$ cat src/rtl/ysyx_24100005_pkg.sv
// Shared definitions for the ysyx_24100005 instruction fetch path.
//   ifu_state_t      : fetch FSM states with a 3-bit encoding
//   RESP_OKAY        : AXI4-Lite read response for a good transfer
//   RESET_PC_DEFAULT : address held in the fetch address register after reset
//   pc_aligned()     : true when the low PC bits select a 32-bit word
package ysyx_24100005_pkg;

    typedef enum logic [2:0] {
        IFU_IDLE  = 3'd0,
        IFU_ADDR  = 3'd1,
        IFU_DATA  = 3'd2,
        IFU_HOLD  = 3'd3,
        IFU_DRAIN = 3'd4
    } ifu_state_t;

    localparam logic [1:0]  RESP_OKAY        = 2'b00;
    localparam logic [31:0] RESET_PC_DEFAULT = 32'h8000_0000;

    function automatic logic pc_aligned(input logic [1:0] pc_low);
        return (pc_low == 2'b00);
    endfunction

endpackage

$ cat src/rtl/ysyx_24100005_ifu_if.sv
// Instruction-memory read channel (AXI4-Lite-style AR + R) between the
// fetch unit and instruction memory.
//   master : fetch unit side (drives mem_arvalid/mem_araddr/mem_rready)
//   slave  : memory side (drives mem_arready/mem_rvalid/mem_rdata/mem_rresp)
interface ysyx_24100005_ifu_if #(
    parameter int ADDR_W = 32,
    parameter int DATA_W = 32
);
    logic              mem_arvalid;
    logic              mem_arready;
    logic [ADDR_W-1:0] mem_araddr;
    logic              mem_rvalid;
    logic              mem_rready;
    logic [DATA_W-1:0] mem_rdata;
    logic [1:0]        mem_rresp;

    modport master (
        output mem_arvalid,
        output mem_araddr,
        output mem_rready,
        input  mem_arready,
        input  mem_rvalid,
        input  mem_rdata,
        input  mem_rresp
    );

    modport slave (
        input  mem_arvalid,
        input  mem_araddr,
        input  mem_rready,
        output mem_arready,
        output mem_rvalid,
        output mem_rdata,
        output mem_rresp
    );
endinterface

$ cat src/rtl/ysyx_24100005_ifu.sv
// Instruction fetch unit for the ysyx_24100005 core.
// Takes the PC, issues one read on the instruction-memory channel and hands
// the fetched word to the core over a valid/ready handshake. Misaligned PCs
// are answered locally with fetch_err, bus errors are flagged via fetch_err,
// and flush cancels any in-flight or held fetch.
//   clk, rst              : clock, asynchronous active-high reset
//   pc, pc_valid          : fetch request (sampled only while idle)
//   flush                 : pipeline redirect
//   inst, inst_valid,
//   inst_ready, fetch_err : fetched word handshake towards the core
//   mem                   : read channel to instruction memory (master side)
module ysyx_24100005_ifu
    import ysyx_24100005_pkg::*;
#(
    parameter int                ADDR_W   = 32,
    parameter int                DATA_W   = 32,
    parameter logic [ADDR_W-1:0] RESET_PC = ADDR_W'(RESET_PC_DEFAULT)
) (
    input  logic                 clk,
    input  logic                 rst,
    input  logic [ADDR_W-1:0]    pc,
    input  logic                 pc_valid,
    input  logic                 flush,
    output logic [DATA_W-1:0]    inst,
    output logic                 inst_valid,
    input  logic                 inst_ready,
    output logic                 fetch_err,
    ysyx_24100005_ifu_if.master  mem
);

    localparam logic [2:0] S_IDLE  = IFU_IDLE;
    localparam logic [2:0] S_ADDR  = IFU_ADDR;
    localparam logic [2:0] S_DATA  = IFU_DATA;
    localparam logic [2:0] S_HOLD  = IFU_HOLD;
    localparam logic [2:0] S_DRAIN = IFU_DRAIN;

    logic [2:0]        state_reg,  state_next;
    logic              cancel_reg, cancel_next;   // flush seen while the AR beat was pending
    logic [ADDR_W-1:0] araddr_reg, araddr_next;
    logic [DATA_W-1:0] inst_reg,   inst_next;
    logic              err_reg,    err_next;

    always_comb begin
        state_next  = state_reg;
        cancel_next = cancel_reg;
        araddr_next = araddr_reg;
        inst_next   = inst_reg;
        err_next    = err_reg;

        case (state_reg)
            S_IDLE: begin
                // flush is meaningless here; a coincident pc_valid still starts a fetch
                if (pc_valid) begin
                    if (pc_aligned(pc[1:0])) begin
                        araddr_next = pc;
                        state_next  = S_ADDR;
                    end else begin
                        // answered locally, nothing goes out on the bus
                        inst_next  = '0;
                        err_next   = 1'b1;
                        state_next = S_HOLD;
                    end
                end
            end

            S_ADDR: begin
                // arvalid cannot be withdrawn, so a flush here only marks the
                // request; its read data is thrown away in DRAIN
                if (flush) begin
                    cancel_next = 1'b1;
                end
                if (mem.mem_arready) begin
                    state_next = (cancel_reg || flush) ? S_DRAIN : S_DATA;
                end
            end

            S_DATA: begin
                if (flush) begin
                    if (mem.mem_rvalid) begin
                        state_next = S_IDLE;
                    end else begin
                        cancel_next = 1'b1;
                        state_next  = S_DRAIN;
                    end
                end else if (mem.mem_rvalid) begin
                    inst_next  = mem.mem_rdata;
                    err_next   = (mem.mem_rresp != RESP_OKAY);
                    state_next = S_HOLD;
                end
            end

            S_HOLD: begin
                // flush outranks inst_ready; both return to IDLE, but only the
                // handshake counts as a delivered instruction
                if (flush || inst_ready) begin
                    state_next = S_IDLE;
                end
            end

            S_DRAIN: begin
                if (mem.mem_rvalid) begin
                    cancel_next = 1'b0;
                    state_next  = S_IDLE;
                end
            end

            default: begin
                state_next  = S_IDLE;
                cancel_next = 1'b0;
            end
        endcase
    end

    always_ff @(posedge clk or posedge rst) begin
        if (rst) begin
            state_reg  <= S_IDLE;
            cancel_reg <= 1'b0;
            araddr_reg <= RESET_PC;
            inst_reg   <= '0;
            err_reg    <= 1'b0;
        end else begin
            state_reg  <= state_next;
            cancel_reg <= cancel_next;
            araddr_reg <= araddr_next;
            inst_reg   <= inst_next;
            err_reg    <= err_next;
        end
    end

    // handshake outputs are pure state decodes so reset clears them at once
    assign mem.mem_arvalid = (state_reg == S_ADDR);
    assign mem.mem_rready  = (state_reg == S_DATA) || (state_reg == S_DRAIN);
    assign mem.mem_araddr  = araddr_reg;
    assign inst_valid      = (state_reg == S_HOLD);
    assign inst            = inst_reg;
    assign fetch_err       = err_reg;

endmodule

$ cat src/flat_wrapper.sv
// flat-port wrapper written by rule: the top's interface ports become plain ports
module ysyx_24100005_ifu_flat import ysyx_24100005_pkg::*;
#(
    parameter int                ADDR_W   = 32,
    parameter int                DATA_W   = 32,
    parameter logic [ADDR_W-1:0] RESET_PC = ADDR_W'(RESET_PC_DEFAULT)
)
  (clk, rst, pc, pc_valid, flush, inst, inst_valid, inst_ready, fetch_err, mem_mem_arvalid, mem_mem_araddr, mem_mem_rready, mem_mem_arready, mem_mem_rvalid, mem_mem_rdata, mem_mem_rresp);
  ysyx_24100005_ifu_if #(.ADDR_W(ADDR_W), .DATA_W(DATA_W)) mem_i ();
  input  logic clk;
  input  logic rst;
  input  logic [ADDR_W-1:0] pc;
  input  logic pc_valid;
  input  logic flush;
  output logic [DATA_W-1:0] inst;
  output logic inst_valid;
  input  logic inst_ready;
  output logic fetch_err;
  output wire logic [$bits(mem_i.mem_arvalid)-1:0] mem_mem_arvalid;
  output wire logic [$bits(mem_i.mem_araddr)-1:0] mem_mem_araddr;
  output wire logic [$bits(mem_i.mem_rready)-1:0] mem_mem_rready;
  input wire logic [$bits(mem_i.mem_arready)-1:0] mem_mem_arready;
  input wire logic [$bits(mem_i.mem_rvalid)-1:0] mem_mem_rvalid;
  input wire logic [$bits(mem_i.mem_rdata)-1:0] mem_mem_rdata;
  input wire logic [$bits(mem_i.mem_rresp)-1:0] mem_mem_rresp;
  assign mem_mem_arvalid = mem_i.mem_arvalid;
  assign mem_mem_araddr = mem_i.mem_araddr;
  assign mem_mem_rready = mem_i.mem_rready;
  assign mem_i.mem_arready = mem_mem_arready;
  assign mem_i.mem_rvalid = mem_mem_rvalid;
  assign mem_i.mem_rdata = mem_mem_rdata;
  assign mem_i.mem_rresp = mem_mem_rresp;
  ysyx_24100005_ifu #(.ADDR_W(ADDR_W), .DATA_W(DATA_W), .RESET_PC(RESET_PC)) u_core (.clk(clk), .rst(rst), .pc(pc), .pc_valid(pc_valid), .flush(flush), .inst(inst), .inst_valid(inst_valid), .inst_ready(inst_ready), .fetch_err(fetch_err), .mem(mem_i));
endmodule
$ cat config.mk
export PLATFORM = sky130hd
export DESIGN_NAME = ysyx_24100005_ifu_flat
export DESIGN_NICKNAME = d
export VERILOG_FILES = /design/src/rtl/ysyx_24100005_pkg.sv /design/src/rtl/ysyx_24100005_ifu_if.sv /design/src/rtl/ysyx_24100005_ifu.sv /design/src/flat_wrapper.sv
export SDC_FILE = /design/constraint.sdc
export NUM_CORES = 1
export LEC_CHECK = 0
export BUFFER_PORTS_ARGS = -buffer_cell sky130_fd_sc_hd__buf_4
export CAP_MARGIN = 15
export CELL_PAD_IN_SITES_DETAIL_PLACEMENT = 1
export CELL_PAD_IN_SITES_GLOBAL_PLACEMENT = 2
export CORE_UTILIZATION = 29
export DETAILED_ROUTE_END_ITERATION = 8
export GPL_TIMING_DRIVEN = 0
export PLACE_DENSITY_LB_ADDON = 0.1
export SYNTH_ARGS = -nofsm -noshare
export SYNTH_HDL_FRONTEND = slang
export SYNTH_SLANG_ARGS = --single-unit
$ cat constraint.sdc
create_clock -name clk -period 2 [get_ports clk]
set_input_delay 0.1 -clock clk [delete_from_list [all_inputs] [get_ports clk]]
set_output_delay 0.1 -clock clk [all_outputs]
set_load 0.05 [all_outputs]
Yosys cells after proc, flatten, opt, wreduce, memory -nomap -nowiden:

Index checks and enable logic that the tools add are counted.

* flip-flop bits (word level): 69
* input port bits: 73
* output and inout bits: 68
* word-level logic and storage cells: 58

* equal/unequal tests: 15
* muxes and demuxes: 25
* bitwise operators: 1
* reductions and logical operators: 12

Operators by type and width (count)
* $mux W32: 4
* $pmux W32 S2: 1
* $mux W3: 8
* $ne A2 B2 Y1 const B: 8
* $pmux W3 S5: 1
* $reduce_and A5 Y1: 3
* $mux W1: 8
* $eq A3 B2 Y1 const B: 2
* $ne A2 B1 Y1 const B: 2
* $pmux W1 S4: 1
* $reduce_bool A2 Y1: 2
* $eq A3 B1 Y1 const B: 1
* $eq A3 B3 Y1 const B: 1
* $logic_not A3 Y1: 1
* $logic_or A1 B1 Y1: 3
* $ne A3 B3 Y1 const B: 1
* $reduce_and A3 Y1: 1
* $logic_not A2 Y1: 1
* $mux W2: 1
* $pmux W1 S2: 1
* $reduce_or A2 Y1: 1
* $not A1 Y1: 1

Logic depth before layout (Yosys ltp):

Gate-level depths: netlist of the first run.

* depth in word-level cells: 4
* mapped depth: 6

Worst setup path before layout of the first run:

OpenSTA, ideal clock, no wires.

* path type: reg-to-reg
* from: register u_core.state_reg[1]
* to: register u_core.state_reg[1]
* data arrival time: 2106 ps
* setup slack: -189 ps
* stages on the path, launching flop included: 5
* path buffers: 1
* period minus slack after synthesis: 2189 ps
* path through: dfrtp_1 -> buf_2 -> nor3b_1 -> nand2_1 -> a31oi_1

* cells in the longest elaborated chain, start to end: 3
* elaborated cells on any way between the ends: 12

Ends and longest elaborated chain
* start, declared: line ysyx_24100005_ifu.sv:37 `logic [2:0] state_reg, state_next;`
* start signal, assigned: line ysyx_24100005_ifu.sv:122 `state_reg <= state_next;`
* $eq A3 B1 Y1 *
* via mem_mem_arvalid: line flat_wrapper.sv:19 `output wire logic [$bits(mem_i.mem_arvalid)-1:0] mem_mem_arvalid;`
* $ne A2 B1 Y1 (no source line)
* $reduce_and A5 Y1 (no source line)

Mark *: on every way through the listed nets, which the timed path passes. The rest lies on a longest branch.
A chain may end at the register's enable or synchronous reset.

Worst setup path in the final report of the first run:

* from: register u_core.state_reg[1]
* to: output port inst_valid

* cells in the longest elaborated chain, start to end: 1

Ends and longest elaborated chain
* $eq A3 B2 Y1: line ysyx_24100005_ifu.sv:134 `assign inst_valid = (state_reg == S_HOLD);`
* end, declared: line flat_wrapper.sv:16 `output logic inst_valid;`

No other way between the ends.

==> reports/results.ini, run 1 <==
[run_status]
run_status=finished, final reports clean

[clock_tree]
cts.htree.levels=3
clockBufferDepth=2
cts_resized=0
ctsHoldBuffers=63
clk_pin_slew_ps=90
clock-sinks=69
clkLatencyLatePin_ps=340
cts_inserted_buffers=9
post_cts_buffers=0
cts_tree=done
cts_root_buf=clkbuf_8

[timing]
post-route-period-util_pct=79.4
tightestPinTransition_ps=450
hold_viol=0
period_needed_ps=1590
drv_slew=0
rsz0062_at_grt=false
finClkSkew_ps=11.3
setup_slack_ps=412
setup_viol=0
fmax_ghz=0.630
slew_headroom_pct=70.0

[power_and_ir_drop]
clockPowerShare_pct=16.1
p_sw_share_pct=46.4
p_comb_share_pct=56.4
p_per_area_nw_per_um2=1730
vdd_drop_max_mv=0.693
p_int_mw=4.73
power_leakage_nw=2.59
p_switching_mw=4.10
power_frac_seq_pct=27.5

[layout]
final_common_cell=buf_4
layout_common_cells=141 x buf_4, 68 x dfrtp_1, 63 x dlygate4sd3_1
fillCellCount=1061
postLayoutCoreUtil_pct=51.8
area_growth_pct=72.0
drive_above_1_share_pct=51.0
nNetsFinal=478

[die]
die_h_um=103
start_util_pct=30.1
die_w_um=103
io_pins=141
die-area_um2=10600
num_rows=36
design.core.area_um2=9820

[critical_path]
crit_arrival_ps=1490
crit_required_ps=1900
regToRegSetupSlack_ps=410
cp-startpoint=u_core.state_reg[1]
path_max_fanout=10
r2r_start=u_core.state_reg[1]
endpoint_kind=primary output
cp-start-kind=flip-flop
worst-setup-path-type=reg -> out

[drt]
avgViaCountPerCell=4.46
ant_nets=0
first_iter_violations=24
avgRoutedWirePerCell_um=15.9
dr_total_vias=2425
totalWireLength_mm=8.64
first_pass_iters=4
remaining_drc_errors=0

[synthesis]
syn_area_um2=2960
ys_top_cells_by_area=dfrtp_1 57%, mux2_4 14%, a22o_1 9.8%
synth_top_area_cell=dfrtp_1
synth_cell_types=39
ys_seq_area_share_pct=58.4
synth_fp_nets=263
synth-seq-cells=69
synth_top_area_share_pct=57.5
ys.warnings.count=0
netlist_instances=190
avgSynthCellArea_um2=15.6

[place]
port_buffers=140
dpl.hpwl_mm=5.64
gp_congestion=0.762
post-place-ws_ps=429

[min_path]
worstHoldPathType=in -> reg
hold_start=mem_mem_rresp[0]

[global_routing]
grt_pass1_wl_mm=13.3
overflow=0
grt_max_degree=57
grt_usage_pct=16.5
first_global_vias=2568
antenna_found_initial=0

[flow_run]
maxCapViolations=0

## power by group through the flow
stage	logic (mW)	clock network, mW	registers (mW)
after floorplan	1.34	0	4.52
after global placement	4.88	0	2.42
after detailed placement	4.90	0	2.45
after CTS	5.02	1.48	2.42
after global routing	5.22	1.53	2.51
final	4.98	1.42	2.43
## cell usage after synthesis
library cell,count
dfrtp_1,68
a22o_1,33
mux2_4,28
buf_6,8
nor2_1,6
buf_12,4
inv_1,3
a31oi_1,2
and2_1,2
mux2_1,2
nand2_1,2
nand2b_1,2
nor3_1,2
nor3b_1,2
o21ai_0,2
a211o_1,1
a21o_1,1
a21oi_1,1
a22oi_2,1
a32oi_1,1
a32oi_2,1
and2b_1,1
and3_4,1
and3b_1,1
buf_2,1
buf_4,1
dfstp_2,1
mux2i_1,1
nand3_1,1
nand3b_1,1
nor2b_1,1
nor3b_4,1
nor4b_4,1
o22ai_1,1
o31ai_2,1
or2_0,1
or2_2,1
or3_1,1
xnor2_1,1
## worst max-delay path, cell delays in order (launching register included)
cell     delay (ps)
dfrtp_1         450
buf_2           260
nor3b_1         210
buf_4           230
## kinds of logic after synthesis
family | synth area share, %
multiplexers | 15.3
AND/OR/NAND/NOR | 6.34
AO/OA/AOI/OAI | 13.1
buffers and inverters | 6.55
flip-flops | 58.4
XOR/XNOR | 0.296
## per-layer routing
layer / vias to the layer above / routed length, um / GRT usage [%]
li1: 1129 / - / -
met1: 1223 / 3770 / 21.8
met2: 64 / 4430 / 27.1
met3: 9 / 343 / 3.05
met4: 0 / 90 / 5.96
met5: - / 0 / 0
## area by class of cell
class                      instances  area (um2)  share of cell area [%]
clock inverter                     7         121                    2.38
tap                              133         166                    3.27
sequential                        69        1730                    33.9
buffer                            14         183                    3.59
antenna                            1        2.50                  0.0492
timing repair buffer             204        1710                    33.6
inverter                           3        13.8                   0.270
clock buffer                       9         124                    2.43
multi-input combinational        104        1040                    20.5
## worst paths after layout
kind,to,cells past startpoint
min in group asynchronous,u_core.mem.mem_araddr[10],3
worst min register to register,u_core.mem.mem_araddr[0],1
worst max-delay path,inst_valid,3
worst max register to register,u_core.mem.mem_araddr[21],5
worst min-delay path,u_core.fetch_err,3
max in group asynchronous,u_core.inst[16],4
## stage by stage
stage	hold slack [ps]	setup TNS [ps]	power [mW]	instances	instance area, um2
6_report	26.2	0	8.82	544	5090
5_1_grt	11.3	0	9.26	543	5090
4_1_cts	9.38	0	8.92	543	5090
3_5_place_dp	44.9	0	7.35	464	4210
3_3_place_gp	315	-61470	7.30	463	4180
2_1_floorplan	232	0	5.87	190	2970
No activity file was read; power rests on OpenSTA's default activity.
==> run 2, diff against run 1 <==
- clock period: 2 -> 1.5 ns (I/O delays scaled with it)
==> reports/results.ini, run 2 (synthesis results as in run 1) <==
[run_status]
run_status=finished, violations left
violations=negative setup slack

[timing]
setup_tns_ps=-571
hold_ws_ps=57.6
period_needed_ps=1530
setup_viol=28
slew_headroom_pct=45.0
rsz0062_at_grt=true
drv_slew=0
post-route-period-util_pct=102
setup_slack_ps=-34.0
hold_viol=0
finClkSkew_ps=9.01
tightestPinTransition_ps=824
fmax_ghz=0.652

[layout]
postLayoutCoreUtil_pct=52.6
nNetsFinal=484
fillCellCount=1060
drive_above_1_share_pct=51.9
final_common_cell=buf_4
n_antenna_cell=0
final_cells=549
layout_common_cells=141 x buf_4, 66 x dfrtp_1, 65 x dlygate4sd3_1
finalInstanceArea_um2=5170
area_growth_pct=74.6

[clock_tree]
cts_root_buf=clkbuf_8
cts.htree.levels=3
clockBufferDepth=2
cts_inserted_buffers=9
clock-sinks=69
clkLatencyLatePin_ps=340
clk_pin_slew_ps=80
cts_tree=done

[critical_path]
path_cells=nor4b_4 -> nand2b_1 -> buf_6 -> buf_12 -> mux2_4
critical_path.slowest_cell=dfrtp_1
endpoint_kind=flip-flop
max_stage_delay_ps=430
crit_arrival_ps=1750
cp-start-kind=flip-flop
crit_required_ps=1720
worst-setup-path-type=reg -> reg
path_max_fanout=10

[global_routing]
grt_usage_pct=17.3
grt_pass1_wl_mm=13.9
antenna_found_initial=0
first_global_vias=2652
overflow=0
grt_max_degree=37

[die]
design.core.area_um2=9820
die_h_um=103
start_util_pct=30.1
num_rows=36
die-area_um2=10600
die_w_um=103
io_pins=141

[place]
placed_cell_area_um2=4210
place_inst=464
dpl.hpwl_mm=5.72
port_buffers=140
post-place-ws_ps=-81.1
gp_congestion=0.755

[power_and_ir_drop]
clockPowerShare_pct=14.4
p_comb_share_pct=58.1
p_int_mw=6.26
power_leakage_nw=2.60
power_frac_seq_pct=27.5
total_power_mw=11.9
p_per_area_nw_per_um2=2300
p_sw_share_pct=47.2
vdd_drop_max_mv=0.871
p_switching_mw=5.60

[drt]
totalWireLength_mm=9.13
dr_total_vias=2449
ant_nets=0
avgViaCountPerCell=4.46
remaining_drc_errors=0
first_pass_iters=4
first_iter_violations=48
avgRoutedWirePerCell_um=16.6

[min_path]
worstHoldPathType=in -> reg

[flow_run]
maxCapViolations=0

[run 2: power groups by stage]
stage                     Sequential (mW)  Clock [mW]  Combinational, mW
after floorplan                      6.03           0               1.80
after global placement               3.23           0               6.51
after detailed placement             3.27           0               6.56
after CTS                            3.25        1.76               6.81
after global routing                 3.37        1.83               7.21
final                                3.26        1.71               6.89
[run 2: routing by layer]
metal  vias up  wire (um)  GRT usage (%)
met1      1235       3810           20.4
met4         0        194           7.69
met5         -          0              0
met2        65       4620           29.9
met3        13        502           4.07
li1       1136          -              -
[run 2: path summary, 6_finish.rpt]
kind,startpoint,to,slack (ps),cells after the start
max,u_core.state_reg[0],u_core.mem.mem_araddr[23],-30,5
min,inst_ready,u_core.state_reg[1],60,4
max reg2reg,u_core.state_reg[0],u_core.mem.mem_araddr[23],-30,5
min reg2reg,u_core.mem.mem_araddr[1],u_core.mem.mem_araddr[1],500,1
max in group asynchronous,rst,u_core.mem.mem_araddr[31],370,4
min in group asynchronous,rst,u_core.mem.mem_araddr[29],450,3
[run 2: timing repair]
item	4_1_cts	5_1_grt
resized for setup	8	10
hold endpoints to repair	98	0
hold buffers	65	0
buffers inserted	2	2
pin swaps	3	4
setup endpoints to repair	61	62
cloned	0	1
[run 2: critical path, delay by kind of cell, from the launching register on]
kind | cells | cell delay, ps
simple gates | 2 | 400
mux | 1 | 300
flops | 1 | 430
buf+inv | 2 | 300
[run 2: final cells by class]
cell class | instances | area (um2) | share of cell area (%)
inverters | 3 | 18.8 | 0.363
flip-flops and latches | 69 | 1730 | 33.5
repair buffers | 211 | 1770 | 34.3
plain buffers | 13 | 195 | 3.78
clock inverters | 6 | 88.8 | 1.72
clock buffers | 10 | 128 | 2.47
multi-input cells | 104 | 1070 | 20.6
well taps | 133 | 166 | 3.22
==> run 3, diff against run 2 <==
- CELL_PAD_IN_SITES_DETAIL_PLACEMENT: 1 -> 0
- CELL_PAD_IN_SITES_GLOBAL_PLACEMENT: 2 -> 1
- CORE_UTILIZATION: 29 -> 36
==> reports/results.ini, run 3 (synthesis results as in run 1) <==
[min_path]
hold_start=inst_ready
holdPathEnd=u_core.state_reg[1]
worstHoldPathCells=4
worstHoldPathType=in -> reg

[critical_path]
path_max_fanout=10
cp.buffers_inverters=2
endpoint_kind=flip-flop
r2r_start=u_core.state_reg[1]
cp-start-kind=flip-flop
crit_required_ps=1710
critical_path.slowest_cell=dfrtp_2
regToRegSetupSlack_ps=-70
reg2reg_depth=5
max_stage_delay_ps=440
path_cells=nor4b_4 -> nand2b_1 -> buf_6 -> buf_12 -> mux2_4
r2r-end=u_core.mem.mem_araddr[11]
worst-setup-path-type=reg -> reg
crit_arrival_ps=1780
path_delay_family=flip-flops

[global_routing]
grt_usage_pct=18.1
first_global_vias=2558
grt_max_degree=42
grt_pass1_wl_mm=12.0
overflow=0
antenna_found_initial=0

[timing]
period_needed_ps=1570
tightestPinTransition_ps=668
rsz0062_at_grt=true
setup_viol=61
finClkSkew_ps=9.89
fmax_ghz=0.635
slew_headroom_pct=55.3
drv_slew=0
hold_ws_ps=63.7
hold_viol=0
setup_slack_ps=-73.7
post-route-period-util_pct=105

[power_and_ir_drop]
p_int_mw=6.45
p_per_area_nw_per_um2=2270
clockPowerShare_pct=14.2
p_sw_share_pct=45.8
p_switching_mw=5.45
p_comb_share_pct=58.5
power_leakage_nw=2.67
power_frac_seq_pct=27.3
total_power_mw=11.9
vdd_drop_max_mv=1.26

[clock_tree]
cts_root_buf=clkbuf_8
clockBufferDepth=2
clock-sinks=69
clkLatencyLatePin_ps=330
cts.htree.levels=3
cts_tree=done
clk_pin_slew_ps=80
cts_inserted_buffers=9

[drt]
ant_nets=0
avgViaCountPerCell=4.61
remaining_drc_errors=0
dr_total_vias=2413
avgRoutedWirePerCell_um=14.8
first_iter_violations=54
totalWireLength_mm=7.74
first_pass_iters=4

[die]
die_w_um=92.7
io_pins=141
die-area_um2=8590
num_rows=32
design.core.area_um2=7850
die_h_um=92.7
start_util_pct=37.7

[layout]
final_common_cell=buf_4
layout_common_cells=140 x buf_4, 66 x dfrtp_1, 65 x dlygate4sd3_1
n_antenna_cell=0
final_cells=523
fillCellCount=589
nNetsFinal=489
area_growth_pct=77.3
drive_above_1_share_pct=52.5

[place]
port_buffers=140
place_inst=433
post-place-ws_ps=-60.8
dpl.hpwl_mm=4.76
gp_congestion=0.723

[run_status]
violations=negative setup slack
run_status=finished, violations left

[flow_run]
maxCapViolations=0

==> run 3: changes by cell type in the layout (fill, tap and decap cells not counted), sizes merged <==
cell      before  now
clkinvlp       4    3
inv            1    2
buf          158  163
clkinv         2    1
clkbuf        11   12
==> run 3: timing repair <==
item	CTS	global route
cloned	1	3
resized for setup	11	15
endpoints found under the hold margin	91	0
buffers inserted	5	1
hold buffers	65	0
endpoints found under the setup margin	61	67
pin swaps	4	7
==> run 3: worst max-delay path by stage <==
stage                        startpoint                   endpoint  slack, ps  cells past startpoint
floorplan           u_core.state_reg[1]        u_core.state_reg[1]       -150                      4
global placement    u_core.state_reg[1]  u_core.mem.mem_araddr[12]        -50                      5
detailed placement  u_core.state_reg[1]  u_core.mem.mem_araddr[17]        -60                      5
CTS                 u_core.state_reg[1]  u_core.mem.mem_araddr[12]        -90                      5
global route        u_core.state_reg[1]  u_core.mem.mem_araddr[29]       -140                      5
finish              u_core.state_reg[1]  u_core.mem.mem_araddr[11]        -70                      5
==> run 3: layer usage <==
layer,track usage (%),up-vias,routed length (um)
met5,0,-,0
met4,6.79,0,53
met3,4.35,4,468
met2,29.8,94,3830
met1,23.0,1164,3380
li1,-,1151,-
==> run 3: power by group through the flow <==
| stage | clock network [mW] | registers [mW] | logic, mW |
|---|---|---|---|
| 6_report | 1.69 | 3.24 | 6.96 |
| 5_1_grt | 1.80 | 3.36 | 7.25 |
| 4_1_cts | 1.73 | 3.23 | 6.76 |
| 3_5_place_dp | 0 | 3.23 | 6.49 |
| 3_3_place_gp | 0 | 3.23 | 6.46 |
| 2_1_floorplan | 0 | 6.03 | 1.80 |
==> run 3: final cells by class <==
cell class              count  area (um2)  area share [%]
inverters                   3        15.0           0.286
repair buffers            216        1880            35.8
clock buffers              11         141            2.69
well taps                 102         128            2.43
plain buffers              13         200            3.81
flip-flops and latches     69        1730            33.0
multi-input cells         104        1070            20.4
clock inverters             5        83.8            1.60
==> run 3: through the flow <==
step | setup TNS [ps] | instance area, um2 | utilization, %
6_report | -2410 | 5250 | 66.9
3_3_place_gp | -2150 | 4150 | 52.9
3_5_place_dp | -2820 | 4170 | 53.2
5_1_grt | -6710 | 5250 | 66.9
4_1_cts | -2750 | 5160 | 65.8
2_1_floorplan | -155 | 2970 | -
==> run 3: tightest hold or removal path, stage by stage <==
cell	delay, ps
buf_4	80
nand2_1	60
nand3_1	80
a31oi_1	60
